===== src/rtl/bcd_conv_sched_pkg.sv =====
// Shared types and constants for the BCD converter scheduler: FSM encodings,
// converter opcodes and the fraction-field width helper.
package bcd_conv_sched_pkg;

  localparam int OUTPUTWIDTH = 32;

  typedef enum logic [2:0] {
    SCHED_IDLE   = 3'd0,
    SCHED_LAUNCH = 3'd1,
    SCHED_WAIT   = 3'd2,
    SCHED_DRAIN  = 3'd3,
    SCHED_RESP   = 3'd4
  } sched_state_t;

  localparam logic [3:0] OP_ADD = 4'h1;
  localparam logic [3:0] OP_SUB = 4'h2;
  localparam logic [3:0] OP_MUL = 4'h3;
  localparam logic [3:0] OP_DIV = 4'h4;

  // Fraction digits occupy the low bits below the sign and integer digits.
  function automatic int bcd_frac_lsb_w(input int bcd_width);
    return bcd_width - 32;
  endfunction

endpackage


===== src/rtl/bcd_conv_sched_rr_arbiter.sv =====
// Combinational round-robin pick: first set request above the last grant,
// wrapping around, so the most recently served requester ranks last.
module bcd_conv_sched_rr_arbiter #(
  parameter int N_REQ = 3
)(
  input  logic [N_REQ-1:0] i_req,
  input  logic [1:0]       i_last,
  output logic             o_valid,
  output logic [1:0]       o_idx
);

  int w_idx;

  always_comb begin
    o_valid = 1'b0;
    o_idx   = '0;
    w_idx   = 0;
    for (int k = 1; k <= N_REQ; k++) begin
      w_idx = (int'(i_last) + k) % N_REQ;
      if (!o_valid && i_req[w_idx]) begin
        o_valid = 1'b1;
        o_idx   = 2'(w_idx);
      end
    end
  end

endmodule


===== src/rtl/bcd_conv_sched.sv =====
// Round-robin scheduler sharing one res_to_bcd converter among N_REQ requesters,
// with stale-fraction clearing, a WAIT watchdog and a one-cycle acknowledge.
module bcd_conv_sched
  import bcd_conv_sched_pkg::*;
#(
  parameter int N_REQ     = 3,
  parameter int M         = OUTPUTWIDTH,
  parameter int BCD_WIDTH = 60,
  parameter int TIMEOUT   = 1023
)(
  input  logic                   CLK,
  input  logic                   RST,
  input  logic [N_REQ-1:0]       req,
  input  logic [N_REQ*M-1:0]     req_val,
  input  logic [N_REQ*4-1:0]     req_opcode,
  output logic [N_REQ-1:0]       ack,
  output logic [BCD_WIDTH-1:0]   rsp_bcd,
  output logic                   rsp_fixed,
  output logic                   rsp_signed,
  output logic [1:0]             rsp_id,
  output logic                   rsp_err,
  output logic                   busy,
  output logic [M-1:0]           conv_val,
  output logic [3:0]             conv_opcode,
  output logic                   conv_ce,
  input  logic [BCD_WIDTH-1:0]   conv_bcd,
  input  logic                   conv_fixed,
  input  logic                   conv_signed,
  input  logic                   conv_done,
  output sched_state_t           o_dbg_state
);

  localparam int FRAC_W = bcd_frac_lsb_w(BCD_WIDTH);
  localparam int WD_W   = $clog2(TIMEOUT + 1);

  sched_state_t    r_state;
  logic [1:0]      r_last_grant;
  logic [WD_W-1:0] r_wdog;
  logic            r_err;

  logic            w_grant_valid;
  logic [1:0]      w_grant_idx;

  assign o_dbg_state = r_state;

  bcd_conv_sched_rr_arbiter #(
    .N_REQ (N_REQ)
  ) u_arb (
    .i_req   (req),
    .i_last  (r_last_grant),
    .o_valid (w_grant_valid),
    .o_idx   (w_grant_idx)
  );

  always_ff @(posedge CLK or posedge RST) begin
    if (RST) begin
      r_state      <= SCHED_IDLE;
      r_last_grant <= 2'(N_REQ - 1);
      r_wdog       <= '0;
      r_err        <= 1'b0;
      ack          <= '0;
      rsp_bcd      <= '0;
      rsp_fixed    <= 1'b0;
      rsp_signed   <= 1'b0;
      rsp_id       <= '0;
      rsp_err      <= 1'b0;
      busy         <= 1'b0;
      conv_val     <= '0;
      conv_opcode  <= '0;
      conv_ce      <= 1'b0;
    end else begin
      ack     <= '0;
      conv_ce <= 1'b0;
      case (r_state)
        SCHED_IDLE: begin
          if (w_grant_valid) begin
            conv_val     <= req_val[w_grant_idx*M +: M];
            conv_opcode  <= req_opcode[w_grant_idx*4 +: 4];
            rsp_id       <= w_grant_idx;
            r_last_grant <= w_grant_idx;
            conv_ce      <= 1'b1;
            busy         <= 1'b1;
            r_state      <= SCHED_LAUNCH;
          end
        end
        SCHED_LAUNCH: begin
          r_wdog  <= '0;
          r_state <= SCHED_WAIT;
        end
        SCHED_WAIT: begin
          // Timeout wins over a done arriving on the same cycle.
          if (r_wdog == WD_W'(TIMEOUT)) begin
            r_err      <= 1'b1;
            rsp_bcd    <= '1;
            rsp_fixed  <= 1'b0;
            rsp_signed <= 1'b0;
            r_state    <= SCHED_DRAIN;
          end else if (conv_done) begin
            if (conv_fixed) begin
              rsp_bcd <= conv_bcd;
            end else begin
              rsp_bcd <= {conv_bcd[BCD_WIDTH-1:FRAC_W], {FRAC_W{1'b0}}};
            end
            rsp_fixed  <= conv_fixed;
            rsp_signed <= conv_signed;
            r_state    <= SCHED_DRAIN;
          end else begin
            r_wdog <= r_wdog + WD_W'(1);
          end
        end
        SCHED_DRAIN: begin
          // Done is held two cycles; let it fall so it cannot finish the next job.
          if (!conv_done) begin
            ack     <= N_REQ'(1) << rsp_id;
            rsp_err <= r_err;
            r_state <= SCHED_RESP;
          end
        end
        SCHED_RESP: begin
          r_err   <= 1'b0;
          rsp_err <= 1'b0;
          busy    <= 1'b0;
          r_state <= SCHED_IDLE;
        end
        default: r_state <= SCHED_IDLE;
      endcase
    end
  end

endmodule

===== config.mk =====
export PLATFORM = sky130hd
export DESIGN_NAME = bcd_conv_sched
export DESIGN_NICKNAME = d
export VERILOG_FILES = /design/src/rtl/bcd_conv_sched_pkg.sv /design/src/rtl/bcd_conv_sched_rr_arbiter.sv /design/src/rtl/bcd_conv_sched.sv
export SDC_FILE = /design/constraint.sdc
export NUM_CORES = 1
export LEC_CHECK = 0
export ABC_AREA = 0
export CAP_MARGIN = 15
export CORE_MARGIN = 3
export CORE_UTILIZATION = 41
export DETAILED_ROUTE_END_ITERATION = 7
export HOLD_SLACK_MARGIN = 0.02
export PLACE_DENSITY = 0.82
export SLEW_MARGIN = 20
export SYNTH_ARGS = -nofsm -noshare
export SYNTH_HDL_FRONTEND = slang
export SYNTH_SLANG_ARGS = --single-unit

===== constraint.sdc =====
create_clock -name CLK -period 4.8 [get_ports CLK]
set_input_delay 0.48 -clock CLK [delete_from_list [all_inputs] [get_ports CLK]]
set_output_delay 0.48 -clock CLK [all_outputs]
set_load 0.02 [all_outputs]

# Word-level counts from Yosys, hierarchy flattened
# Cells that the tools add are included.
[totals]
wordCells = 95
input_bits = 176
ff_bits = 122
output_inout_bits = 109
[op_classes]
muxes = 40
div = 3
n_reduce_logical = 17
n_eq_ne = 11
shifts = 3
magnitude_cmp = 3
n_addsub = 4
[ops]
columns = ["operator", "n"]
rows = [
  ["60-bit 2-to-1 mux", 2],
  ["32-bit by 4-bit less-than comparator with 1-bit output (second input constant)", 3],
  ["32-bit by 3-bit remainder unit with 32-bit output (second input constant)", 3],
  ["96-bit by 8-bit indexed part select with 32-bit output", 1],
  ["28-bit 2-to-1 mux", 1],
  ["10-bit 2-to-1 mux", 2],
  ["10-bit one-hot mux with 2 select lines", 1],
  ["1-bit 2-to-1 mux", 18],
  ["3-bit 2-to-1 mux", 6],
  ["3-bit one-hot mux with 4 select lines", 1],
  ["12-bit by 5-bit indexed part select with 4-bit output", 1],
  ["10-bit by 1-bit adder with 10-bit output (second input constant)", 1],
  ["10-bit equality test (second input constant)", 1],
  ["2-bit AND reduction", 5],
  ["2-bit nonzero test", 5],
  ["2-bit != test (second input constant)", 4],
  ["2-bit by 2-bit adder with 3-bit output (second input constant)", 2],
  ["1-bit binary-select mux with 2-bit select", 3],
  ["3-bit by 2-bit equality test with 1-bit output (second input constant)", 2],
  ["2-bit 2-to-1 mux", 3],
  ["1-bit one-hot mux with 2 select lines", 3],
  ["3-bit AND reduction", 2],
  ["2-bit by 1-bit adder with 3-bit output (second input constant)", 1],
  ["3-bit by 1-bit equality test with 1-bit output (second input constant)", 1],
  ["7 further kinds", 9],
]

# Logic depth before layout (Yosys ltp)
# Gate-level depths: netlist (run 1).
[depth]
ltp_word = 14
mapped_depth = 11
ltp_nobuf = 9

# By module
# Synthesis (run 1) repeated with hierarchy kept, for this count alone.
[unflattened]
hier_cells = 605
hier_area_um2 = 5823.1
[by_module_without_submodules]
columns = ["mod", "cells_each", "area_per_inst_um2", "n_inst", "seq_area_each_um2"]
rows = [
  ["bcd_conv_sched", 585, 5691.7, 1, 3029.2],
  ["bcd_conv_sched_rr_arbiter", 20, 131.4, 1, 0.0],
]

# Worst setup path before layout (run 1)
# No wires, ideal clock.
[synth_timing]
path_type = "register to register"
start = "register, netlist name rsp_id[0]"
end = "register conv_val[26]"
path_buffers = 2
period_less_slack_ns = 2.543
setup_ns = 0.134
t_required_ns = 4.666
setup_slack_ns = 2.257
arrival_ns = 2.409
path_stages_with_launch = 11
path_cell_list = "dfrtp_1 -> inv_1 -> ha_1 -> mux2_4 -> mux2_4 -> o32a_1 -> o21ai_2 -> buf_6 -> buf_12 -> mux2i_1 -> o211ai_2"
[synth_rtl]
columns = ["item", "line_no", "source"]
rows = [
  ["end signal: assignment", "bcd_conv_sched.sv:77", "conv_val <= req_val[w_grant_idx*M +: M];"],
  ["end: declaration", "bcd_conv_sched.sv:23", "output logic [M-1:0] conv_val,"],
]

==> impl_metrics.ini, run 1 <==
[clock_tree]
clk_pin_slew_ns = 0.06
ctsRootBufferMaster = clkbuf_16
clock_sinks = 121
numCtsBuffers = 17
cts_resized = 0
cts_setup_buffers = 0
clkLatencyLatePin_ns = 0.41
cts_hold_buf = 0
clockBufferDepth = 2
htree_levels = 4
cts_tree = done

[setup_path]
r2r_slack_ns = 1.47
startpoint = rsp_id[0]
crit-reg2reg-launch = rsp_id[0]
path_cells = inv_1 > ha_1 > mux2_4 > mux2_4 > nor3_1 > or4_4 > inv_2 > o21ai_4 > buf_4 > o211ai_2
cpMaxStageDelayCell = buf_4
required_ns = 5.07
cp_common_cell = mux2_4
endpoint = conv_val[5]
start_kind = flop
rr_endpoint = conv_val[5]
worstPathArrival_ns = 3.59
cp_slowest_stage_delay_ns = 0.48
critPathMaxFanout = 38
r2r_cells = 10
cp-end-kind = flop
crit_type = reg -> reg

[yosys]
synth_edf_count = 0
synth_area_per_cell_sq_um = 11.32
synth_common_cells = dfrtp_1 (120), nand2_1 (46), mux2i_1 (42), nand3_1 (42), nor2_1 (33)
yosysTopAreaCell = dfrtp_1
ys.flop_type = dfrtp_1
seq_area_frac_synth_pct = 52.78
yosys-top-cells-area = dfrtp_1 (52%), mux2i_1 (7.3%), o211ai_2 (6.8%), o22a_1 (4.9%), nand3_1 (3.7%)
ys_ff_latch = 121
syn-instance-count = 507
synth.most_common_cell = dfrtp_1
yosys.area.top_type_share_pct = 52.32
synth_cell_types = 44
yosysWarnings = 0
synth_nets = 688
async_flop_share_pct = 100.0
synth.cell_area_sq_mm = 0.005739

[job]
max_cap_violations = 0

[grt]
antenna_found_initial = 0
track_usage_pct = 25.36
grt_overflow = 0
grt_pass1_wl_microns = 31350
grt_start_max_net_pins = 83
grt_pass1_vias = 5724

[timing]
final-hold-violation-count = 0
finalSetupViolations = 0
maxSlewViolCount = 0
min_period_over_period_pct = 69.29
fin_worst_skew_ns = 0.007625
post-route-min-period_ns = 3.326
max_slew_margin_pct = 49.53
tightest_slew_ns = 0.7570
finalSetupTns_ns = 0
timing.fmax_ghz = 0.3007
rsz0062_at_grt = false

[worst_hold_path]
hp-class = reg -> reg
holdCritStartpoint = conv_val[26]

[cells_and_area]
layoutNonFillerInstCount = 966
area_growth_syn_to_layout_pct = 61.24
nNetsFinal = 958
antenna_cells = 0
drive_gt1_share_pct = 11.01

[floorplan]
coreArea_sq_mm = 0.01345
die_w_microns = 124.3
initial_core_util_pct = 42.66
row_count = 42
fp.dieH_microns = 124.3
die_area_sq_mm = 0.01545
io_pins = 285

[placed_design]
port_buffers = 284
place_inst = 934
hpwl_microns = 14510
place_congestion = 0.9150

[pwr]
leakage_nw = 3.895
ir_drop_v = 0.0004040
power_density_mw_per_mm2 = 675.3

[drt]
drt_wl_total_microns = 19560
avgViaCountPerCell = 5.531
vias = 5343
drtAntennaViolNets = 0
drt_iter0_markers = 537
wl_per_cell_microns = 20.24
drtPass1Iterations = 5
remaining_drc_errors = 0

[status]
status = complete, no violations
-- state kept, by name, summed over array words and instances (netlist names) --
signal,cells
r_err,1
busy,1
conv_val,32
o_dbg_state,3
conv_opcode,4
conv_ce,1
rsp_err,1
rsp_id,2
r_last_grant,1
rsp_bcd,60
ack,3
rsp_fixed,1
r_wdog,10
rsp_signed,1
-- per-layer routing --
layer  routed length [microns]  vias up  GRT usage, %
met5                         0        -             0
met4                       438        0         8.897
li1                          -     2410             -
met3                      1604       23         8.919
met1                      7507     2656         29.61
met2                     10010      254         43.29
-- placed cells by master (no fill, tap or decap), types with 3 or more instances in the layout --
cell             count
inv_1                9
clkinvlp_4           8
a221o_1             20
xor2_1               8
mux2i_1             42
o22a_1              32
nand2b_1             3
buf_4                7
clkbuf_16           17
ha_1                 5
clkdlybuf4s50_1    284
o211ai_2            31
nand4_1              4
nand3_1             42
dfrtp_1            120
a21oi_1             12
o211ai_1             6
o21ai_0             10
nor3_1               8
nor2_1              32
nor2b_1              3
and3_1               5
nand2_1             46
-- layout make-up --
class	instances	area [sq um]
fillers	1031	4199
clock inverters	13	146.4
flip-flops and latches	121	3029
repair buffers	291	2895
clock buffers	19	452.9
inverters	11	46.29
well taps	176	220.2
multi-input cells	335	2464
-- worst min-delay path by stage --
stage / endpoint / slack [ns] / cells past startpoint
after floorplan: ack[0] / 0.49 / 1
after detailed placement: conv_val[23] / 0.47 / 2
after global routing: conv_opcode[0] / 0.50 / 2
final: conv_val[26] / 0.48 / 2
after global placement: conv_val[16] / 0.47 / 2
after CTS: conv_val[26] / 0.49 / 2
-- power by group --
| group | internal, mW | switching [mW] | total [mW] |
|---|---|---|---|
| clock | 0.793 | 0.480 | 1.27 |
| combinational | 1.50 | 1.73 | 3.24 |
| sequential | 1.46 | 0.280 | 1.74 |
| total | 3.76 | 2.49 | 6.25 |
-- metrics by stage --
stage / hold WS, ns / util, % / area, sq um / worst slack (ns) / power, mW
finish: 0.4831 / 68.79 / 9254 / 1.474 / 6.249
global route: 0.5044 / 68.79 / 9254 / 1.232 / 6.594
CTS: 0.4860 / 68.69 / 9241 / 1.466 / 6.288
detailed placement: 0.4727 / 64.24 / 8642 / 1.372 / 4.982
global placement: 0.4709 / 64.23 / 8641 / 1.495 / 4.854
floorplan: 0.4901 / - / 5739 / 1.107 / 3.713
-- cells by family (layout without fill, tap and decap cells) --
group / count (synthesis) / after routing / synth area share, %
xor gates and xnor gates: 8 / 8 / 1.221
buffers and inverters: 51 / 334 / 4.862
AOI/OAI and AO/OA: 124 / 124 / 19.66
DFF: 121 / 121 / 52.78
adders and majority gates: 5 / 5 / 1.090
muxes: 45 / 45 / 8.044
and+or+nand+nor: 153 / 153 / 12.34
-- worst max-delay path, delay by kind of cell (launching register included) --
family,cells,cell delay [ns]
AND/OR/NAND/NOR,2,0.77
flip-flops,1,0.42
buffers and inverters,3,0.72
AO/OA/AOI/OAI,2,0.35
adder cells (fa/ha/maj),1,0.28
multiplexers,2,0.62
Power figures use the tool's default switching activity.
==> inputs of run 2 (changes only) <==
--- a/config.mk
+++ b/config.mk
@@ -8,10 +8,10 @@
 export ABC_AREA = 0
 export CAP_MARGIN = 15
 export CORE_MARGIN = 3
-export CORE_UTILIZATION = 41
+export CORE_UTILIZATION = 37
 export DETAILED_ROUTE_END_ITERATION = 7
 export HOLD_SLACK_MARGIN = 0.02
-export PLACE_DENSITY = 0.82
+export PLACE_DENSITY = 0.78
 export SLEW_MARGIN = 20
 export SYNTH_ARGS = -nofsm -noshare
 export SYNTH_HDL_FRONTEND = slang
==> constraint.sdc (replaced) <==
create_clock -name CLK -period 2.8 [get_ports CLK]
set_input_delay 0.28 -clock CLK [delete_from_list [all_inputs] [get_ports CLK]]
set_output_delay 0.28 -clock CLK [all_outputs]
set_load 0.02 [all_outputs]
==> run 2 against run 1 <==
Effect of this change:
- critical path depth shrank 1
- total power increased by 79%
- via count down 0.45%
- worst hold slack got worse by 0.15 ns
- largest cell class is now buffers
- first-iteration DRC count shrank 52%
- non-clock buffer count grew 18
- count of clock-buffer cells in the layout fell by 2
- global-route usage shrank 3.0 points
- fmax is 23% higher
- combinational power increased by 83%
- clock skew about the same
- flip-flop and latch count unchanged
==> impl_metrics.ini, run 2 (synthesis gave the netlist of run 1 again) <==
[status]
status = complete, no violations

[placed_design]
pre_cts_ws_ns = 0.08140
place_inst = 957
hpwl_microns = 14540
port_buffers = 284
place_congestion = 0.8644

[clock_tree]
cts_tree = done
cts_hold_buf = 0
clkLatencyLatePin_ns = 0.42
clockBufferDepth = 2
numCtsBuffers = 17
ctsRootBufferMaster = clkbuf_16
htree_levels = 4
clock_sinks = 121
clk_pin_slew_ns = 0.06

[setup_path]
path_depth = 9
cp-end-kind = flop
path_cells = ha_4 > mux2_4 > mux2_4 > o32a_1 > o21ai_4 > buf_4 > clkbuf_16 > mux2i_1 > o211ai_2
r2r_cells = 9
critPathMaxFanout = 9
required_ns = 3.09
cp_common_cell = mux2_4
cpMaxStageDelayCell = dfstp_2
worstPathArrival_ns = 3.00
crit_type = reg -> reg
cp_slowest_stage_delay_ns = 0.56
cp_top_family = multiplexers
crit_buf_inv = 2
start_kind = flop

[timing]
post-route-min-period_ns = 2.713
finalSetupViolations = 0
max_slew_margin_pct = 43.62
maxSlewViolCount = 0
tightest_slew_ns = 0.8458
final.setup.worst_slack_ns = 0.08656
timing.fmax_ghz = 0.3685
final-hold-violation-count = 0
whs_ns = 0.3347
min_period_over_period_pct = 96.91
fin_worst_skew_ns = 0.007443

[drt]
drt_iter0_markers = 258
avgViaCountPerCell = 5.356
drtPass1Iterations = 5
wl_per_cell_microns = 19.78
drtAntennaViolNets = 0
drt_wl_total_microns = 19650
vias = 5319
remaining_drc_errors = 0

[grt]
antenna_found_initial = 1
grt_use_met2_pct = 38.22
grt_pass1_wl_microns = 29600
grt_overflow = 0
grt.busiest_layer = met2
track_usage_pct = 22.39
grt_start_max_net_pins = 53
grt_pass1_vias = 5571
use_met3_pct = 8.659
met1_usage_pct = 25.65

[floorplan]
coreArea_sq_mm = 0.01486
row_count = 44
io_pins = 285
fp.dieH_microns = 130.5
die_area_sq_mm = 0.01704
initial_core_util_pct = 38.61
die_w_microns = 130.5

[cells_and_area]
top_register = rsp_bcd
drive_gt1_share_pct = 13.00
layoutNonFillerInstCount = 993
seq_area_sq_mm = 0.003029
largest_reg_flops = 60
final_common_cell = clkdlybuf4s50_1
nNetsFinal = 976
reg.largest.list = rsp_bcd (60), conv_val (32), r_wdog (10)
nFillCells = 1150
area_growth_syn_to_layout_pct = 65.64
mostFrequentLayoutCells = clkdlybuf4s50_1 (284), dfrtp_1 (120), nand2_1 (46), nand3_1 (42), mux2i_1 (41)
multiInputGateArea_sq_mm = 0.002469

[pwr]
ir_drop_v = 0.0006413
leakage_nw = 4.036
power_density_mw_per_mm2 = 1174

[job]
max_cap_violations = 0

[worst_hold_path]
hp-class = in -> async
==> run 2: layout make-up <==
cell class	instances	area share [%]
repair buffers	309	32.76
flip-flops and latches	121	31.86
multi-input cells	335	25.97
clock buffers	17	4.475
well taps	184	2.422
clock inverters	15	2.014
inverters	11	0.4738
diodes	1	0.02632
==> run 2: timing repair <==
action	CTS	global route
setup buffers	0	2
resized for setup	0	5
setup endpoints to repair	0	32
==> run 2: routing by layer <==
| metal | routed length (microns) | part of all wire [%] |
|---|---|---|
| met2 | 9831 | 50 |
| met3 | 2011 | 10 |
| met4 | 470 | 2.4 |
| met1 | 7332 | 37 |
| met5 | 0 | 0 |
==> run 2: power breakdown <==
group | switching, mW | total [mW] | leakage, nW | internal, mW
Sequential | 0.459 | 2.96 | 1.48 | 2.50
Combinational | 3.05 | 5.92 | 2.26 | 2.87
Clock | 0.869 | 2.29 | 0.297 | 1.42
Total | 4.38 | 11.2 | 4.04 | 6.79
==> run 2: metrics by stage <==
| stage | TNS [ns] | power, mW | instance area (sq um) | util (%) |
|---|---|---|---|---|
| 2_1_floorplan | 0 | 6.366 | 5743 | - |
| 3_3_place_gp | 0 | 8.564 | 8827 | 59.39 |
| 3_5_place_dp | 0 | 8.762 | 8827 | 59.39 |
| 4_1_cts | 0 | 11.10 | 9444 | 63.54 |
| 5_1_grt | -0.01125 | 11.80 | 9507 | 63.96 |
| 6_report | 0 | 11.16 | 9507 | 63.96 |
==> run 2: final timing paths <==
kind / from / end / slack [ns]
worst max-delay path: r_last_grant[1] / conv_val[6] / 0.09
worst min-delay path: RST / conv_val[3] / 0.33
worst max register to register: r_last_grant[1] / conv_val[6] / 0.09
worst min register to register: conv_val[16] / conv_val[16] / 0.48
max in group asynchronous: RST / rsp_bcd[19] / 1.76
min in group CLK: conv_bcd[32] / rsp_bcd[32] / 0.45
==> inputs of run 3 (changes only) <==
--- a/config.mk
+++ b/config.mk
@@ -11,6 +11,7 @@
 export CORE_UTILIZATION = 37
 export DETAILED_ROUTE_END_ITERATION = 7
 export HOLD_SLACK_MARGIN = 0.02
+export MAX_ROUTING_LAYER = met4
 export PLACE_DENSITY = 0.78
 export SLEW_MARGIN = 20
 export SYNTH_ARGS = -nofsm -noshare
==> run 3 against run 2 <==
Effect of this change:
- critical endpoint is now conv_val[7]
- combinational power grew 0.7%
- largest cell class unchanged
- sequential power is essentially flat
- flip-flop and latch count is the same
- total power grew 0.68%
- fmax grew 0.57%
- final area grew 0.33%
- core utilization grew 0.21 points
- register-to-register slack gained 0.02 ns
- highest routed layer unchanged
==> impl_metrics.ini, run 3 (synthesis gave the netlist of run 1 again) <==
[timing]
tightest_slew_ns = 0.8257
min_period_over_period_pct = 96.36
post-route-min-period_ns = 2.698
final-hold-violation-count = 0
maxSlewViolCount = 0
timing.fmax_ghz = 0.3706
fin_worst_skew_ns = 0.01034
finalSetupViolations = 0
whs_ns = 0.3560
max_slew_margin_pct = 44.95

[setup_path]
worstPathArrival_ns = 3.00
cp_slowest_stage_delay_ns = 0.40
path_cells = inv_1 > ha_4 > mux2_4 > mux2_4 > o32a_1 > o21ai_4 > buf_12 > clkbuf_16 > mux2i_1 > o211ai_2
cp_common_cell = mux2_4
crit_buf_inv = 3
critPathMaxFanout = 10
cp-end-kind = flop
crit-reg2reg-launch = rsp_id[0]
crit_type = reg -> reg
required_ns = 3.10
cpMaxStageDelayCell = o32a_1
start_kind = flop
cp_top_family = multiplexers
startpoint = rsp_id[0]

[pwr]
p_switching_mw = 4.321
power_density_mw_per_mm2 = 1178
ir_drop_v = 0.0006784
p_seq_share_pct = 26.5
combPwrFrac_pct = 53.0
power_frac_clock_pct = 20.5
leakage_nw = 4.046
p_int_mw = 6.918
p_sw_share_pct = 38.45

[floorplan]
initial_core_util_pct = 38.61
io_pins = 285
row_count = 44
fp.dieH_microns = 130.5
coreArea_sq_mm = 0.01486
die_area_sq_mm = 0.01704
die_w_microns = 130.5

[worst_hold_path]
hp-class = in -> async

[clock_tree]
numCtsBuffers = 17
cts_tree = done
clkLatencyLatePin_ns = 0.42
clk_pin_slew_ns = 0.06
ctsRootBufferMaster = clkbuf_16
clock_sinks = 121
clockBufferDepth = 2
htree_levels = 4
cts_hold_buf = 0

[grt]
grt_start_max_net_pins = 48
grt_pass1_wl_microns = 29210
track_usage_pct = 22.91
grt_overflow = 0
antenna_found_initial = 0
grt_pass1_vias = 5590

[drt]
avgViaCountPerCell = 5.358
remaining_drc_errors = 0
wl_per_cell_microns = 19.79
drtAntennaViolNets = 0
drtPass1Iterations = 4
drt_iter0_markers = 276
vias = 5315
drt_wl_total_microns = 19630

[cells_and_area]
mostFrequentLayoutCells = clkdlybuf4s50_1 (284), dfrtp_1 (120), nand2_1 (46), nand3_1 (42), mux2i_1 (40)
top_register = rsp_bcd
area_growth_syn_to_layout_pct = 66.19
multiInputGateArea_sq_mm = 0.002472
largest_reg_flops = 60
final_common_cell = clkdlybuf4s50_1
antenna_cells = 0
drive_gt1_share_pct = 12.87
seq_area_sq_mm = 0.003029
nFillCells = 1135
nNetsFinal = 977
fin_util_pct = 64.17
reg.largest.list = rsp_bcd (60), conv_val (32), r_wdog (10)

[placed_design]
hpwl_microns = 14580
place_congestion = 0.9195
port_buffers = 284

[status]
status = complete, no violations

[job]
max_cap_violations = 0
==> run 3: cell count changes in the layout (fill, tap and decap cells not counted), moves of 2 or more <==
| cell | delta |
|---|---|
| inv_6 | -4 |
| clkinv_2 | +2 |
| buf_12 | +2 |
| clkinv_4 | -2 |
==> run 3: timing repair <==
action / in CTS / in global routing
setup buffers: 0 / 1
resized for setup: 0 / 4
endpoints found under the hold margin: 0 / 0
endpoints found under the setup margin: 0 / 25
==> run 3: power groups by stage <==
stage	combinational [mW]	sequential [mW]	clock (mW)
2_1_floorplan	2.62	3.75	0
3_3_place_gp	5.67	2.95	0
3_5_place_dp	5.80	2.99	0
4_1_cts	5.84	2.98	2.35
5_1_grt	6.36	3.06	2.44
6_report	5.96	2.98	2.30
==> run 3: final timing paths <==
check / endpoint / slack [ns] / cells after the start
setup / recovery: conv_val[7] / 0.10 / 10
hold / removal: rsp_bcd[1] / 0.36 / 2
setup reg to reg: conv_val[7] / 0.10 / 10
hold reg to reg: conv_val[21] / 0.49 / 2
max in group asynchronous: rsp_bcd[23] / 1.75 / 3
min in group CLK: rsp_bcd[32] / 0.45 / 2
==> run 3: layout make-up <==
type | count | area share (%)
multi-input combinational | 335 | 25.92
clock buffer | 19 | 4.644
sequential | 121 | 31.76
clock inverter | 12 | 1.837
tap | 184 | 2.414
timing repair buffer | 310 | 32.95
inverter | 11 | 0.4723
==> run 3: per-layer routing <==
metal	wire [microns]	share of wire, %	vias up	track usage (%)
met2	9790	50	260	37.86
li1	-	-	2440	-
met5	0	0	-	-
met4	433	2.2	0	7.743
met1	7590	39	2579	26.06
met3	1820	9.3	36	7.927
==> run 3: per-stage QoR <==
step | setup slack (ns) | TNS [ns] | cells | power [mW] | instance area (sq um)
after floorplan | 0.2571 | 0 | 507 | 6.366 | 5743
after global placement | 0.1657 | 0 | 959 | 8.617 | 8855
after detailed placement | 0.07454 | 0 | 959 | 8.794 | 8855
after CTS | 0.07115 | 0 | 990 | 11.16 | 9473
after global routing | -0.01176 | -0.05692 | 992 | 11.86 | 9538
final | 0.1020 | 0 | 992 | 11.24 | 9538
